[src/rtl/pdp8_iot_pkg.sv]
// Shared IOT decode constants for PDP-8 peripheral controllers: IR[2:0]
// function-bit positions, their one-hot masks, and device codes.
package pdp8_iot_pkg;

  localparam int FN_SKIP = 0;
  localparam int FN_CLR  = 1;
  localparam int FN_XFER = 2;

  localparam int DEV_KBD = 3;
  localparam int DEV_PRT = 4;

  localparam logic [2:0] F_NONE = 3'b000;
  localparam logic [2:0] F_SKIP = 3'b001 << FN_SKIP;
  localparam logic [2:0] F_CLR  = 3'b001 << FN_CLR;
  localparam logic [2:0] F_XFER = 3'b001 << FN_XFER;

endpackage

[src/rtl/kl8e_tx_chan.sv]
// Printer channel: transmit buffer, TX valid/ready handshake and the
// printer flag (TF), which is set by a completed transfer or by TFL.
module kl8e_tx_chan #(
  parameter int CHAR_W = 8
) (
  input  logic              clk,
  input  logic              rst_n,
  input  logic              load,
  input  logic [CHAR_W-1:0] ld_data,
  input  logic              tf_set,
  input  logic              tf_clr,
  output logic [CHAR_W-1:0] tx_data,
  output logic              tx_valid,
  input  logic              tx_ready,
  output logic              tf
);

  logic [CHAR_W-1:0] tbuf;
  logic              tx_done;

  assign tx_done = tx_valid & tx_ready;
  assign tx_data = tbuf;

  always_ff @(posedge clk or negedge rst_n) begin
    if (!rst_n) begin
      tbuf     <= '0;
      tx_valid <= 1'b0;
      tf       <= 1'b0;
    end else begin
      // A load during a completing handshake starts the next character at once.
      if (load) begin
        tbuf     <= ld_data;
        tx_valid <= 1'b1;
      end else if (tx_done) begin
        tx_valid <= 1'b0;
      end
      // Set beats clear so a finished character is never lost.
      if (tx_done || tf_set) begin
        tf <= 1'b1;
      end else if (tf_clr) begin
        tf <= 1'b0;
      end
    end
  end

endmodule

[src/rtl/kl8e_console_tty.sv]
// KL8E console teletype: keyboard (device 03) and printer (device 04)
// IOT responses, flags, interrupt enable and UART byte handshakes.
module kl8e_console_tty
  import pdp8_iot_pkg::*;
#(
  parameter int AC_W   = 12,
  parameter int CHAR_W = 8
) (
  input  logic              CLK,
  input  logic              RESET_N,
  input  logic              IOT603x,
  input  logic              IOT604x,
  input  logic [2:0]        IR_LO,
  input  logic              CK_3,
  input  logic [AC_W-1:0]   AC,
  output logic              SKIP,
  output logic              CLR_AC,
  output logic [AC_W-1:0]   AC_OR,
  output logic              IRQ,
  input  logic [CHAR_W-1:0] RX_DATA,
  input  logic              RX_VALID,
  output logic              RX_READY,
  output logic [CHAR_W-1:0] TX_DATA,
  output logic              TX_VALID,
  input  logic              TX_READY
);

  logic              kf;
  logic              ie;
  logic              tf;
  logic [CHAR_W-1:0] kbuf;
  logic              k_commit;
  logic              p_commit;
  logic              kf_clr;
  logic              ie_ld;
  logic              rx_acc;
  logic              tf_set;
  logic              tf_clr;
  logic              tx_load;
  logic              unused_ac;

  assign unused_ac = ^AC;

  assign k_commit = CK_3 & IOT603x;
  assign p_commit = CK_3 & IOT604x;

  assign kf_clr  = k_commit & ((IR_LO == F_NONE) || (IR_LO == F_CLR) ||
                               (IR_LO == (F_CLR | F_XFER)));
  assign ie_ld   = k_commit & (IR_LO == (F_SKIP | F_XFER));
  assign tf_set  = p_commit & (IR_LO == F_NONE);
  assign tf_clr  = p_commit & ((IR_LO == F_CLR) || (IR_LO == (F_CLR | F_XFER)));
  assign tx_load = p_commit & ((IR_LO == F_XFER) || (IR_LO == (F_CLR | F_XFER)));

  assign RX_READY = ~kf;
  assign rx_acc   = RX_VALID & ~kf;
  assign IRQ      = ie & (kf | tf);

  always_ff @(posedge CLK or negedge RESET_N) begin
    if (!RESET_N) begin
      kf   <= 1'b0;
      ie   <= 1'b1;
      kbuf <= '0;
    end else begin
      if (rx_acc) begin
        kbuf <= RX_DATA;
      end
      // An arriving character outranks a same-cycle flag clear.
      if (rx_acc) begin
        kf <= 1'b1;
      end else if (kf_clr) begin
        kf <= 1'b0;
      end
      if (ie_ld) begin
        ie <= AC[0];
      end
    end
  end

  always_comb begin
    SKIP   = 1'b0;
    CLR_AC = 1'b0;
    AC_OR  = '0;
    if (IOT603x) begin
      case (IR_LO)
        F_SKIP:          SKIP   = kf;
        F_CLR:           CLR_AC = 1'b1;
        F_XFER:          AC_OR  = AC_W'(kbuf);
        (F_CLR | F_XFER): begin
          CLR_AC = 1'b1;
          AC_OR  = AC_W'(kbuf);
        end
        default: ;
      endcase
    end
    if (IOT604x) begin
      case (IR_LO)
        F_SKIP:           SKIP = tf;
        (F_SKIP | F_XFER): SKIP = IRQ;
        default: ;
      endcase
    end
  end

  kl8e_tx_chan #(
    .CHAR_W (CHAR_W)
  ) u_tx_chan (
    .clk      (CLK),
    .rst_n    (RESET_N),
    .load     (tx_load),
    .ld_data  (AC[CHAR_W-1:0]),
    .tf_set   (tf_set),
    .tf_clr   (tf_clr),
    .tx_data  (TX_DATA),
    .tx_valid (TX_VALID),
    .tx_ready (TX_READY),
    .tf       (tf)
  );

endmodule

[config.mk]
export PLATFORM = sky130hd
export DESIGN_NAME = kl8e_console_tty
export DESIGN_NICKNAME = d
export VERILOG_FILES = /design/src/rtl/pdp8_iot_pkg.sv /design/src/rtl/kl8e_tx_chan.sv /design/src/rtl/kl8e_console_tty.sv
export SDC_FILE = /design/constraint.sdc
export NUM_CORES = 1
export LEC_CHECK = 0
export CORE_MARGIN = 5
export CORE_UTILIZATION = 35
export CTS_BUF_LIST = sky130_fd_sc_hd__clkbuf_8
export CTS_CLUSTER_SIZE = 16
export DETAILED_ROUTE_END_ITERATION = 6
export GPL_ROUTABILITY_DRIVEN = 1
export PLACE_DENSITY = 0.77
export SETUP_SLACK_MARGIN = 0.1
export SYNTH_ARGS = -nofsm -noshare
export SYNTH_HDL_FRONTEND = slang
export SYNTH_SLANG_ARGS = --single-unit
[constraint.sdc]
create_clock -name CLK -period 1.2 [get_ports CLK]
set_input_delay 0.24 -clock CLK [delete_from_list [all_inputs] [get_ports CLK]]
set_output_delay 0.24 -clock CLK [all_outputs]
set_load 0.02 [all_outputs]
== Word-level counts from Yosys, hierarchy flattened ==
Index checks and enable logic that the tools add are counted.

* Equal/unequal tests: 5
* Multiplexer cells: 14
* Bitwise logic cells: 12
* Reduce and logical (&&, ||, !) cells: 11

{| class="wikitable"
|+ Operator list
! kind !! number
|-
| two-way mux 8 bit || 2
|-
| two-way mux 1 bit || 11
|-
| bitwise AND 1 bit || 10
|-
| == test 3 bit (second input constant) || 3
|-
| nonzero test 2 bit || 3
|-
| logical OR 1 bit || 5
|-
| OR reduction 2 bit || 2
|-
| == test 3 x 1 -> 1 bit (second input constant) || 1
|-
| == test 3 x 2 -> 1 bit (second input constant) || 1
|-
| logical NOT 3 bit || 1
|-
| one-hot mux 1 bit (2 select lines) || 1
|-
| inverter 1 bit || 1
|-
| bitwise OR 1 bit || 1
|}

* Register bits: 20
* Logic and storage cells: 48

== Longest topological paths before layout ==
* Word-level depth: 6
* Mapped depth: 4

== Hierarchy ==
From an unflattened synthesis, not the netlist that was laid out.

* Cell total of the unflattened synthesis: 79
* Area, all modules: 1026.0 um2

{| class="wikitable"
|+ By module, submodules not included
! module !! times used !! cells each !! area each (um2) !! seq. area each (um2)
|-
| kl8e_console_tty || 1 || 55 || 618.1 || 251.5
|-
| kl8e_tx_chan || 1 || 24 || 407.9 || 250.2
|}

== Worst setup path after synthesis ==
No wires, ideal clock.

* Kind: register to output
* From: reg ie
* To: out SKIP
* Arrival: 1.106 ns
* Slack: -0.146 ns
* Cell stages (with the launch flop): 4
* Cell sequence: dfstp_2 > and3_2 > o21ai_0 > a21oi_1

* Cells in the longest elaborated chain, start to end: 3

{| class="wikitable"
|+ Ends and longest elaborated chain
! item !! line !! RTL
|-
| from (decl) || kl8e_console_tty.sv:29 || <nowiki>logic ie;</nowiki>
|-
| from (signal assigned) || kl8e_console_tty.sv:74 || <nowiki>ie <= AC[0];</nowiki>
|-
| bitwise AND 1 bit || kl8e_console_tty.sv:56 || <nowiki>assign IRQ = ie & (kf | tf);</nowiki>
|-
| one-hot mux 1 bit (2 select lines) || kl8e_console_tty.sv:96 || <nowiki>case (IR_LO)</nowiki>
|-
| two-way mux 1 bit || kl8e_console_tty.sv:95 || <nowiki>if (IOT604x) begin</nowiki>
|-
| to (decl) || kl8e_console_tty.sv:16 || <nowiki>output logic SKIP,</nowiki>
|}

Every way passes these cells.

== Worst setup path in the final report ==
Same ends and word-level chain as after synthesis.

==> impl.org <==
** Status
- Run status :: finished, violations left
- The final reports fail on negative setup slack.

** GRT
- Entering global routing, the biggest net connects 21 pins.
- Residual overflow from global routing :: 0
- Antenna violations before repair :: 0
- The number of global-route vias before repair came to 952.
- For this run, global-route usage on met1 was measured as 0.2002.
- For this run, the total global-route usage over all layers was measured as 0.1538.
- For met3 alone, demand over resource in global routing was 0.02698.
- The first global-routing pass estimated 4878 um of wire.
- In the global route stage, met2 resource usage came out at 0.2539.
- After global routing, the most crowded layer is met2.

** Timing
- The worst path in the final design needs a cycle of 1.534 ns, including I/O delays and setup.
- Final slew viol count :: 0
- Worst hold margin :: 0.3159 ns
- Setup violations remaining at the end of the flow were counted as 11.
- Once routing completed, OpenROAD measured the worst setup slack at -0.3345 ns.
- In the finished design, the share of the clock period the worst path needs comes to 1.279.
- Setup repair after global routing could not meet its margin everywhere.
- Timing would allow up to 651.7 MHz.
- Final total negative setup slack :: -1.342 ns
- For the final database, setup skew stands at 0.001096 ns.
- The final number of hold-violating endpoints is 0.

** Critical path
- Critical path capture point type :: output port
- Worst setup SP type :: flip-flop
- Critical Path RT :: 0.96 ns
- In this run the worst path has a maximum fanout of 3.
- Across all register-to-register paths, the minimum setup slack is -0.11 ns.
- The critical path is of the reg -> out type.
- Data arrival time at the worst-slack endpoint :: 1.29 ns

** Place
- Count of buffers inserted at the top-level ports :: 46
- Placed cell area :: 1630 sq um
- The congestion estimate from routability-driven global placement came to 0.8679.
- Detailed placement finished with a half-perimeter wire length of 1973 um.
- Worst slack after detailed placement :: -0.8678 ns

** Detailed routing
- In the final routed layout, each cell accounts on average for 16.48 um.
- Residual antenna-violating net count after detailed routing :: 0
- After detailed routing, the number of remaining DRC violations is 0.
- The first TritonRoute pass finished after 4 iterations.
- After the first detailed-routing iteration, the DRC count stood at 24.
- The routed design has 3065 um of wire.
- Per-cell via count in the routed design :: 4.817
- Via count :: 896

** Flow run
- # Max-Cap Violations :: 0

** Cells and area
- Area Overhead vs Synth :: 95.34%
- Net count reported at finish :: 186
- With fillers left out, the area of the finished cells amounts to 1889 sq um.
- Number of antenna cells inserted :: 0
- Layout cells sized above 1 :: 0.6194

** Floorplan
- Width of the chip :: 62.57 um
- Die extent in y :: 62.57 um
- The initialized floorplan defines 19 standard-cell rows.
- The die covers 3914 sq um.
- The floorplan step defined a core boundary enclosing 2710 sq um.
- I/O pin count :: 55
- The initial utilization of the core area, before any placement, comes to 0.3569.

** Yosys
- Asr flop ratio synth :: 1.000
- The cell area that synthesis handed to floorplanning was 967.2 sq um.
- The share of synthesized area in the top cell type comes to 0.4916.
- In this run, synthesis produced a sequential element count of 20.
- Yosys mapped a number of flops with a built-in enable equal to 0.
- Of all cell types, the one taking the most synthesized area is sky130_fd_sc_hd__dfrtp_1.
- Top cells by count, synth :: sky130_fd_sc_hd__dfrtp_1 (19), sky130_fd_sc_hd__and3_1 (8), sky130_fd_sc_hd__mux2_2 (8), sky130_fd_sc_hd__mux2_4 (8)
- Of the synthesized area, sequential elements account for 0.5188.
- Post-synthesis cell type count :: 27
- In the post-synthesis netlist, the biggest area contributors are sky130_fd_sc_hd__dfrtp_1 (49%), sky130_fd_sc_hd__mux2_4 (12%), sky130_fd_sc_hd__mux2_2 (9.3%).
- Synth warnings :: 0
- In the post-synthesis netlist, the cell with the most instances is sky130_fd_sc_hd__dfrtp_1.
- Most instantiated flip-flop cell in the synthesis netlist :: sky130_fd_sc_hd__dfrtp_1
- After synthesis, the mean cell area works out to 12.56 sq um.
- Instance count of the mapped netlist :: 77

** Clock tree
- Counting the buffers created by CTS gives 3.
- The clock passes through at most 2 buffers.
- Number of H-tree levels :: 1
- Clock sinks :: 20
- After clock tree synthesis, the clock-pin slew on the worst setup and hold paths is 0.07 ns.
- TritonCTS built the clock tree.
- Clock Latency Late Sink :: 0.25 ns
- Root buffer selected by CTS :: sky130_fd_sc_hd__clkbuf_8

** Power
- Power spread over the standard cell area amounts to 1587 nW/um^2.
- Static leakage power :: 0.9212 nW
- Worst-case vdd ir drop :: 0.001155 V

** Hold path
- The path class of the tightest hold or removal check is in -> async.
==> metal layers <==
metal / share of wire / routed length [um]
met1: 0.43 / 1322
met2: 0.52 / 1580
met3: 0.035 / 106
met4: 0.018 / 56
met5: 0 / 0
==> sequential cells by signal, indices dropped and copies added, names as in the netlist <==
| name | cells |
|---|---|
| ie | 1 |
| kbuf | 8 |
| kf | 1 |
| u_tx_chan.tf | 1 |
| u_tx_chan.tx_data | 8 |
| u_tx_chan.tx_valid | 1 |
==> worst max-delay path, stage by stage, from the launching register on <==
cell	delay, ns
sky130_fd_sc_hd__dfstp_2	0.56
sky130_fd_sc_hd__and3_4	0.18
sky130_fd_sc_hd__o21ai_2	0.06
sky130_fd_sc_hd__a21oi_4	0.12
sky130_fd_sc_hd__buf_6	0.13
==> worst paths after layout <==
check | end | from | cells past startpoint
worst max-delay path | SKIP | ie | 4
worst min-delay path | u_tx_chan.tx_data[2] | RESET_N | 2
worst max register to register | kbuf[4] | kf | 4
worst min register to register | u_tx_chan.tx_data[2] | u_tx_chan.tx_data[2] | 1
max in group asynchronous | ie | RESET_N | 2
min in group CLK | ie | IOT603x | 4
==> stage by stage <==
step	cells	total power [mW]	utilization
floorplan	80	1.653	-
global route	186	3.153	0.6971
finish	186	2.998	0.6971
CTS	179	2.866	0.6676
global placement	168	2.149	0.6016
detailed placement	168	2.184	0.6016
==> where the power goes <==
group | switching [mW] | internal [mW]
sequential | 0.142 | 0.909
clock | 0.216 | 0.292
combinational | 0.531 | 0.908
total | 0.890 | 2.11
==> logic make-up after synthesis <==
kind of cell / count (synthesis) / share of synthesized area
DFF: 20 / 0.5188
and+or+nand+nor: 18 / 0.1242
muxes: 16 / 0.2173
AOI/OAI and AO/OA: 11 / 0.07503
buffers and inverters: 11 / 0.06080
other: 1 / 0.003877
==> layout by cell type, fill, tap and decap left out, drive strengths merged <==
cell	n
mux2	16
buf	55
and3b	1
o21a	1
o31ai	1
inv	4
and3	9
a21oi	1
conb	4
nor3b	1
a221oi	1
clkdlybuf4s50	19
a21o	1
clkdlybuf4s15	2
o211ai	2
o21ai	3
nand2b	1
a31oi	1
nor2b	2
nand3	1
clkbuf	5
nand2	3
and2	1
dfstp	1
dfrtp	19
==> final cells by class <==
type | count | area, sq um
Multi-Input combinational cell | 50 | 561.8
Inverter | 4 | 15.01
Tap cell | 31 | 38.79
Fill cell | 196 | 820.8
Clock buffer | 4 | 55.05
Sequential cell | 20 | 501.7
Timing Repair Buffer | 77 | 716.9
==> timing repair <==
action                                 in CTS  in global routing
setup endpoints to repair                  41                 22
pin swaps                                   5                  2
gates cloned                                2                  0
endpoints found under the hold margin       0                  0
gates resized for setup                   154                  9
hold buffers                                0                  0
setup buffers                               5                  9
(Power assumes the default switching activity.)
